$ cat config.mk
export PLATFORM = sky130hd
export DESIGN_NAME = hazard_ctrl
export DESIGN_NICKNAME = d
export VERILOG_FILES = /design/src/rtl/hazard_pkg.sv /design/src/rtl/fwd_sel.sv /design/src/rtl/hazard_ctrl.sv
export SDC_FILE = /design/constraint.sdc
export NUM_CORES = 1
export LEC_CHECK = 0
export ABC_AREA = 1
export BUFFER_PORTS_ARGS = -buffer_cell sky130_fd_sc_hd__buf_2
export CAP_MARGIN = 10
export CORE_MARGIN = 2
export CORE_UTILIZATION = 44
export DETAILED_ROUTE_END_ITERATION = 8
export PLACE_DENSITY = 0.82
export REMOVE_ABC_BUFFERS = 1
export SLEW_MARGIN = 10
export SYNTH_ARGS = -nofsm -noshare
export SYNTH_HDL_FRONTEND = slang
export SYNTH_SLANG_ARGS = --single-unit
$ cat constraint.sdc
create_clock -name clk -period 1.95 [get_ports clk]
set_clock_uncertainty 0.15 [all_clocks]
set_input_delay 0.39 -clock clk [delete_from_list [all_inputs] [get_ports clk]]
set_output_delay 0.39 -clock clk [all_outputs]
set_load 0.02 [all_outputs]
$ cat src/rtl/hazard_pkg.sv
// Shared constants for the pipeline hazard unit: FSM state encoding,
// ALU forward-select codes and the register-match helper.
package hazard_pkg;

  localparam int unsigned REG_W = 5;
  localparam int unsigned FWD_W_BITS = 2;
  localparam int unsigned CNT_W = 8;

  typedef enum logic [1:0] {
    IDLE     = 2'b00,
    DIV_BUSY = 2'b01,
    MEM_WAIT = 2'b10
  } state_e;

  localparam logic [FWD_W_BITS-1:0] FWD_RF = 2'b00;
  localparam logic [FWD_W_BITS-1:0] FWD_W  = 2'b01;
  localparam logic [FWD_W_BITS-1:0] FWD_M  = 2'b10;

  // r0 is hardwired to zero, so it never counts as a producer/consumer match
  function automatic logic reg_hit(input logic [REG_W-1:0] a, input logic [REG_W-1:0] b);
    return (a != '0) && (a == b);
  endfunction

endpackage

$ cat src/rtl/fwd_sel.sv
// ALU operand forward select for one source register; M stage beats W stage.
module fwd_sel
  import hazard_pkg::*;
(
  input  logic [REG_W-1:0]      src_i,
  input  logic [REG_W-1:0]      writereg_m_i,
  input  logic [REG_W-1:0]      writereg_w_i,
  input  logic                  regwrite_m_i,
  input  logic                  regwrite_w_i,
  output logic [FWD_W_BITS-1:0] sel_o
);

  always_comb begin
    sel_o = FWD_RF;
    if (regwrite_m_i && reg_hit(src_i, writereg_m_i)) begin
      sel_o = FWD_M;
    end else if (regwrite_w_i && reg_hit(src_i, writereg_w_i)) begin
      sel_o = FWD_W;
    end
  end

endmodule

$ cat src/rtl/hazard_ctrl.sv
// Pipeline hazard unit: forwarding, load/branch stalls and a divider/memory wait FSM.
// Optional MEM_WAIT watchdog enabled by defining HAZARD_TIMEOUT_EN.
module hazard_ctrl
  import hazard_pkg::*;
#(
  parameter int unsigned TIMEOUT_CYCLES = 255
) (
  input  logic                  clk,
  input  logic                  rst,
  input  logic [REG_W-1:0]      rsD,
  input  logic [REG_W-1:0]      rtD,
  input  logic [REG_W-1:0]      rsE,
  input  logic [REG_W-1:0]      rtE,
  input  logic [REG_W-1:0]      writeregE,
  input  logic [REG_W-1:0]      writeregM,
  input  logic [REG_W-1:0]      writeregW,
  input  logic                  regwriteE,
  input  logic                  regwriteM,
  input  logic                  regwriteW,
  input  logic                  memtoregE,
  input  logic                  memtoregM,
  input  logic                  branchD,
  input  logic                  jrD,
  input  logic                  divE,
  input  logic                  div_ready,
  input  logic                  dmem_reqM,
  input  logic                  dmem_ack,
  output logic                  stallF,
  output logic                  stallD,
  output logic                  stallE,
  output logic                  stallM,
  output logic                  stallW,
  output logic                  flushE,
  output logic                  flushM,
  output logic                  flushW,
  output logic                  forwardAD,
  output logic                  forwardBD,
  output logic [FWD_W_BITS-1:0] forwardAE,
  output logic [FWD_W_BITS-1:0] forwardBE,
  output logic                  div_start,
  output logic                  timeout_err
);

  state_e state_q, state_d;
  logic   lwstall, brstall, div_hold, mem_hold, div_go, fsm_hold;

  fwd_sel u_fwd_a (
    .src_i(rsE), .writereg_m_i(writeregM), .writereg_w_i(writeregW),
    .regwrite_m_i(regwriteM), .regwrite_w_i(regwriteW), .sel_o(forwardAE)
  );

  fwd_sel u_fwd_b (
    .src_i(rtE), .writereg_m_i(writeregM), .writereg_w_i(writeregW),
    .regwrite_m_i(regwriteM), .regwrite_w_i(regwriteW), .sel_o(forwardBE)
  );

  assign forwardAD = regwriteM && reg_hit(rsD, writeregM);
  assign forwardBD = regwriteM && reg_hit(rtD, writeregM);

  assign lwstall = memtoregE && (reg_hit(rtE, rsD) || reg_hit(rtE, rtD));
  assign brstall = (branchD || jrD) &&
                   ((regwriteE && (reg_hit(writeregE, rsD) || reg_hit(writeregE, rtD))) ||
                    (memtoregM && (reg_hit(writeregM, rsD) || reg_hit(writeregM, rtD))));

`ifdef HAZARD_TIMEOUT_EN
  logic [CNT_W-1:0] cnt_q, cnt_d;
  logic             tmo_q, tmo_d;
  logic             tmo_hit;

  assign tmo_hit     = (cnt_q == CNT_W'(TIMEOUT_CYCLES - 1));
  assign timeout_err = tmo_q;
`else
  logic unused_timeout;
  assign unused_timeout = ^TIMEOUT_CYCLES;
  assign timeout_err    = 1'b0;
`endif

  always_ff @(posedge clk or posedge rst) begin
    if (rst) begin
      state_q <= IDLE;
`ifdef HAZARD_TIMEOUT_EN
      cnt_q   <= '0;
      tmo_q   <= 1'b0;
`endif
    end else begin
      state_q <= state_d;
`ifdef HAZARD_TIMEOUT_EN
      cnt_q   <= cnt_d;
      tmo_q   <= tmo_d;
`endif
    end
  end

  // The launching IDLE cycle already holds the pipeline like the target state
  always_comb begin
    state_d  = state_q;
    div_hold = 1'b0;
    mem_hold = 1'b0;
    div_go   = 1'b0;
`ifdef HAZARD_TIMEOUT_EN
    cnt_d    = '0;
    tmo_d    = tmo_q;
`endif
    unique case (state_q)
      IDLE: begin
        if (dmem_reqM && !dmem_ack) begin
          state_d  = MEM_WAIT;
          mem_hold = 1'b1;
        end else if (divE) begin
          state_d  = DIV_BUSY;
          div_hold = 1'b1;
          div_go   = 1'b1;
        end
      end
      DIV_BUSY: begin
        div_hold = 1'b1;
        if (div_ready) state_d = IDLE;
      end
      MEM_WAIT: begin
        mem_hold = 1'b1;
        if (dmem_ack) begin
          state_d = IDLE;
`ifdef HAZARD_TIMEOUT_EN
        end else if (tmo_hit) begin
          state_d = IDLE;
          tmo_d   = 1'b1;
        end else begin
          cnt_d   = cnt_q + CNT_W'(1);
`endif
        end
      end
      default: state_d = IDLE;
    endcase

    fsm_hold  = div_hold || mem_hold;
    stallF    = !rst && (fsm_hold || lwstall || brstall);
    stallD    = !rst && (fsm_hold || lwstall || brstall);
    stallE    = !rst && fsm_hold;
    stallM    = !rst && mem_hold;
    stallW    = 1'b0;
    flushE    = !rst && !fsm_hold && (lwstall || brstall);
    flushM    = !rst && div_hold;
    flushW    = !rst && mem_hold;
    div_start = !rst && div_go;
  end

endmodule

; Word level (Yosys, flattened, before mapping)
; Cells that the tools add are included.
; W data, S select, Z words.
[word_totals]
register_bits = 2
in_bits = 48
output_inout_bits = 16
wordCells = 83
[classes]
eq_ne = 17
mux = 15
reduce_logical = 50
[op_table]
columns = operator, n
row1 = $eq A5 B5 Y1, 12
row2 = $logic_and A1 B1 Y1, 30
row3 = $reduce_bool A5 Y1, 6
row4 = $mux W2, 6
row5 = $logic_or A1 B1 Y1, 9
row6 = $mux W1, 6
row7 = $pmux W2 S3, 1
row8 = $ne A2 B2 Y1 const B, 2
row9 = $pmux W1 S2, 2
row10 = $logic_not A1 Y1, 3
row11 = $ne A3 B3 Y1 const B, 1
row12 = $reduce_and A3 Y1, 1
row13 = $eq A2 B1 Y1 const B, 1
row14 = $eq A2 B2 Y1 const B, 1
row15 = $logic_not A2 Y1, 1

; Logic depth before layout (Yosys ltp)
[logic_depth]
word_depth = 8
depth_mapped = 12
depth_no_buf = 10

; Modules after synthesis
; A second synthesis with hierarchy kept.
[unflattened]
cells_unflattened = 283
area_unflattened_um2 = 1228.7
[by_module_without_submodules]
columns = module, instances, cells_per_inst, area_per_inst_um2, seq_area_each_um2
row1 = hazard_ctrl, 1, 161, 753.2, 50.0
row2 = fwd_sel, 2, 61, 237.7, 0.0

; Least setup slack after synthesis
; Ideal clock, no wire load.
[synth_path]
path_type = input -> output
from = input port writeregM[4]
to = output port forwardAE[0]
arrival_ns = 1.785
required_ns = 1.410
setup_slack_ns = -0.375
path_stages = 6
path_buffers = 1
path_cell_list = clkbuf_2 -> xor2_1 -> nor2_1 -> nand4_1 -> nor4_1 -> nor2_1
[synth_via]
elab_chain_len = 4
[synth_lines]
columns = element, line
row1 = "start, declared", hazard_ctrl.sv:15  ; input logic [REG_W-1:0] writeregM,
row2 = $eq A5 B5 Y1, hazard_pkg.sv:21  ; return (a != '0) && (a == b);
row3 = $logic_and A1 B1 Y1, hazard_pkg.sv:21
row4 = $logic_and A1 B1 Y1, fwd_sel.sv:15  ; if (regwrite_m_i && reg_hit(src_i, writereg_m_i)) begin
row5 = $mux W2, fwd_sel.sv:15
row6 = "end, declared", hazard_ctrl.sv:38  ; output logic [FWD_W_BITS-1:0] forwardAE,
; Every way passes these cells.

; Final worst setup path
[layout_path]
from = input port rtE[3]
to = output port stallD
[layout_via]
elab_chain_len = 7
word_cells_on_any_way = 10
cone_classes = 2 x eq/ne / 8 x reduce/logical
[layout_lines]
columns = element, line
row1 = "start, declared", hazard_ctrl.sv:13  ; input logic [REG_W-1:0] rtE,
row2 = $eq A5 B5 Y1 / $reduce_bool A5 Y1 (equally long branches), hazard_pkg.sv:21
row3 = $logic_and A1 B1 Y1, hazard_pkg.sv:21
row4 = $logic_or A1 B1 Y1 *, hazard_ctrl.sv:60  ; assign lwstall = memtoregE && (reg_hit(rtE, rsD) || reg_hit(rtE, rtD));
row5 = $logic_and A1 B1 Y1 *, hazard_ctrl.sv:60
row6 = $logic_or A1 B1 Y1 * (2 in a row), hazard_ctrl.sv:137  ; stallD = !rst && (fsm_hold || lwstall || brstall);
row7 = $logic_and A1 B1 Y1 *, hazard_ctrl.sv:137
row8 = "end, declared", hazard_ctrl.sv:29  ; output logic stallD,
; Mark *: on every way between the ends. The rest lies on a longest branch, timed or not.

==> reports/qor.yml <==
route:
  drc: 0
  wl_met1_microns: 1670
  routed_wl_microns: 4160
  highest_layer: "met4"
  met2_wirelength_microns: 2130
  via_count: 1630
  wl_met3_microns: 284
  viasPerCell: 5.11
  drt_iter0_drc: 66
  wire_per_inst_microns: 13.0
  drtAntennaViolNets: 0
  first_pass_iters: 4
critical_path:
  end_kind: "output port"
  path_cells: "buf_4 > inv_1 > nand2_1 > nand2_1 > nor2_1 > nand3_1 > nand2_2 > a21oi_2 > a21oi_2 > buf_6"
  reg2reg_slack_ns: 0.84
  critPathArrivalTime_ns: 1.48
  cp.required_ns: 1.41
  cpLargestDelayFamily: "simple AND/OR/NAND/NOR gates"
  slowest_delay_ns: 0.18
  path_class: "in2out"
  start_kind: "primary input"
  cp.buffers_inverters: 3
  cp_max_fo: 6
  crit_path_top_delay_cell: "a21oi_2"
sta:
  final.setup.tns_ns: -0.187
  finalSetupViolations: 4
  final-max-slew-violation-count: 0
  finalHoldViolCount: 0
  fin_ws_ns: -0.0741
  post-route-min-period_ns: 2.02
  hold_slack_ns: 0.213
  period_share_pct: 104
  rsz0062_at_grt: "true"
  max_freq_mhz: 494
clock_network:
  cts.path.max_buffers: 2
  clockRootBuffer: "clkbuf_4"
  htreeDepth: 1
  insertion_delay_ns: 0.22
  cts_tree: "done"
  numCtsBuffers: 3
  cts.clk_slew.worst_paths_ns: 0.03
  cts.sinks: 2
synth:
  synth_area_sq_mm: 0.00105
  synth_compound_area_share_pct: 10.0
  synthMuxAreaShare_pct: 0
  synth_top_flop_cell: "dfrtp_1"
  synth_area_leaders: "nand2_1 (31%), inv_1 (14%), nor2_1 (7.5%), xor2_1 (7.5%), xnor2_1 (6.7%)"
  yosys.area.top_type: "nand2_1"
  yosysWarnings: 0
  ys_seq_area_share_pct: 4.77
  syn_inst: 216
  synth_top_family_by_area: "simple AND/OR/NAND/NOR gates"
  synthArstFlopShare_pct: 100
  synthSimpleGateAreaFrac_pct: 51.5
  syn_area_per_cell_sq_um: 4.86
  ys_ff_latch: 2
  yosysTopAreaCellShare_pct: 31.5
  synth-edff-count: 0
  synth_cell_types: 23
  synth_fa_ha_area_share_pct: 0
  synthXorXnorAreaFrac_pct: 14.2
placed_design:
  dp.cells: 310
  port_buffers: 61
  gp_congestion: 0.903
  place_area_sq_mm: 0.00143
  pre_cts_ws_ns: -0.195
  hpwl_microns: 2800
pwr:
  ir_worst_vdd_v: 0.000412
  p_leak_nw: 1.02
  power_density_mw_per_mm2: 343
grt:
  grt_pass1_wl_microns: 5550
  grt_max_degree: 7
  grt_pass1_vias: 1353
  gr-total-overflow: 0
  antenna_found_initial: 0
  track_usage_pct: 26.3
finish:
  final_cell_area_sq_mm: 0.00172
  n_fill_cell: 179
  drive_gt1_share_pct: 40.5
  stdcell_count: 319
  final_cell_mix: "nand2_1 (83), buf_2 (42), inv_1 (27), buf_4 (24), nor2_1 (16)"
  top_register: "state_q"
  top_regs: "state_q x2"
  nets: 341
  largest_reg_flops: 2
  area_delta_synth_final_pct: 63.8
  final_common_cell: "nand2_1"
  n_antenna_cell: 0
floorplan:
  fp-row-count: 17
  initial_core_util_pct: 47.0
  dieHeight_microns: 52.8
  io_pins: 64
  fp.coreArea_sq_mm: 0.00223
  die_w_microns: 52.8
  die_area_sq_mm: 0.00279
status:
  failed_checks: "setup timing"
  outcome: "finished, violations left"
worst_hold_path:
  hp-class: "in2reg"
flow_run:
  maxCapViolCount: 0
-- worst register-to-register path: stages, from the launching register on --
cell	delay, ns
dfrtp_1	0.36
inv_2	0.06
o21ai_2	0.05
nor2_1	0.10
nand2_1	0.09
buf_4	0.14
o21ai_0	0.07
-- power breakdown --
part	internal, mW	switching (mW)	leakage [nW]
registers	0.0478	0.00491	0.0257
clock network	0.0677	0.0218	0.0138
logic	0.197	0.249	0.980
-- final cells by class --
type | count | area (sq um) | share of cell area, %
Tap cell | 28 | 35.0 | 2.04
Clock buffer | 3 | 22.5 | 1.31
Sequential cell | 2 | 50.0 | 2.91
Multi-Input combinational cell | 168 | 913 | 53.1
Inverter | 40 | 158 | 9.17
Timing Repair Buffer | 78 | 541 | 31.4
-- per-layer routing --
metal | global-route usage (%) | vias to the layer above
met5 | 0 | -
met4 | 5.98 | 0
met3 | 3.43 | 13
met2 | 46.3 | 78
met1 | 33.4 | 726
li1 | - | 813
-- per-stage QoR --
| step | power [mW] | utilization [%] |
|---|---|---|
| 3_5_place_dp | 0.385 | 63.8 |
| 3_3_place_gp | 0.378 | 63.8 |
| 2_1_floorplan | 0.238 | - |
| 5_1_grt | 0.639 | 77.0 |
| 4_1_cts | 0.519 | 71.0 |
| 6_report | 0.589 | 77.0 |
-- cell families (layout without fill, tap and decap cells) --
kind of cell | Yosys count | in the layout
simple gates | 132 | 132
buf+inv | 47 | 121
compound gates | 17 | 17
xor+xnor | 17 | 17
flops | 2 | 2
other cells | 1 | 2
-- timing repair --
action,CTS,global route
endpoints found under the setup margin,10,11
gates resized for setup,47,29
hold buffers,1,0
buffers inserted,2,3
hold endpoints to repair,2,0
pin swaps,15,9
-- Yosys cell counts, types with 4 or more instances --
cell	number
buf_4	4
nand3_1	8
nand2_1	88
xor2_1	9
nor3_1	4
xnor2_1	8
nand4_1	4
inv_1	38
o21ai_0	6
nor2_1	21
-- final timing paths --
| kind | endpoint | cells after the start | start |
|---|---|---|---|
| worst max register to register | state_q[0]$_DFFE_PP0P_ | 6 | state_q[1]$_DFFE_PP0P_ |
| worst max-delay path | stallD | 10 | rtE[3] |
| worst min register to register | state_q[1]$_DFFE_PP0P_ | 1 | state_q[0]$_DFFE_PP0P_ |
| min in group asynchronous | state_q[1]$_DFFE_PP0P_ | 3 | rst |
| max in group asynchronous | state_q[0]$_DFFE_PP0P_ | 3 | rst |
| worst min-delay path | state_q[1]$_DFFE_PP0P_ | 2 | dmem_ack |
No activity file was read; power rests on OpenSTA's default activity.
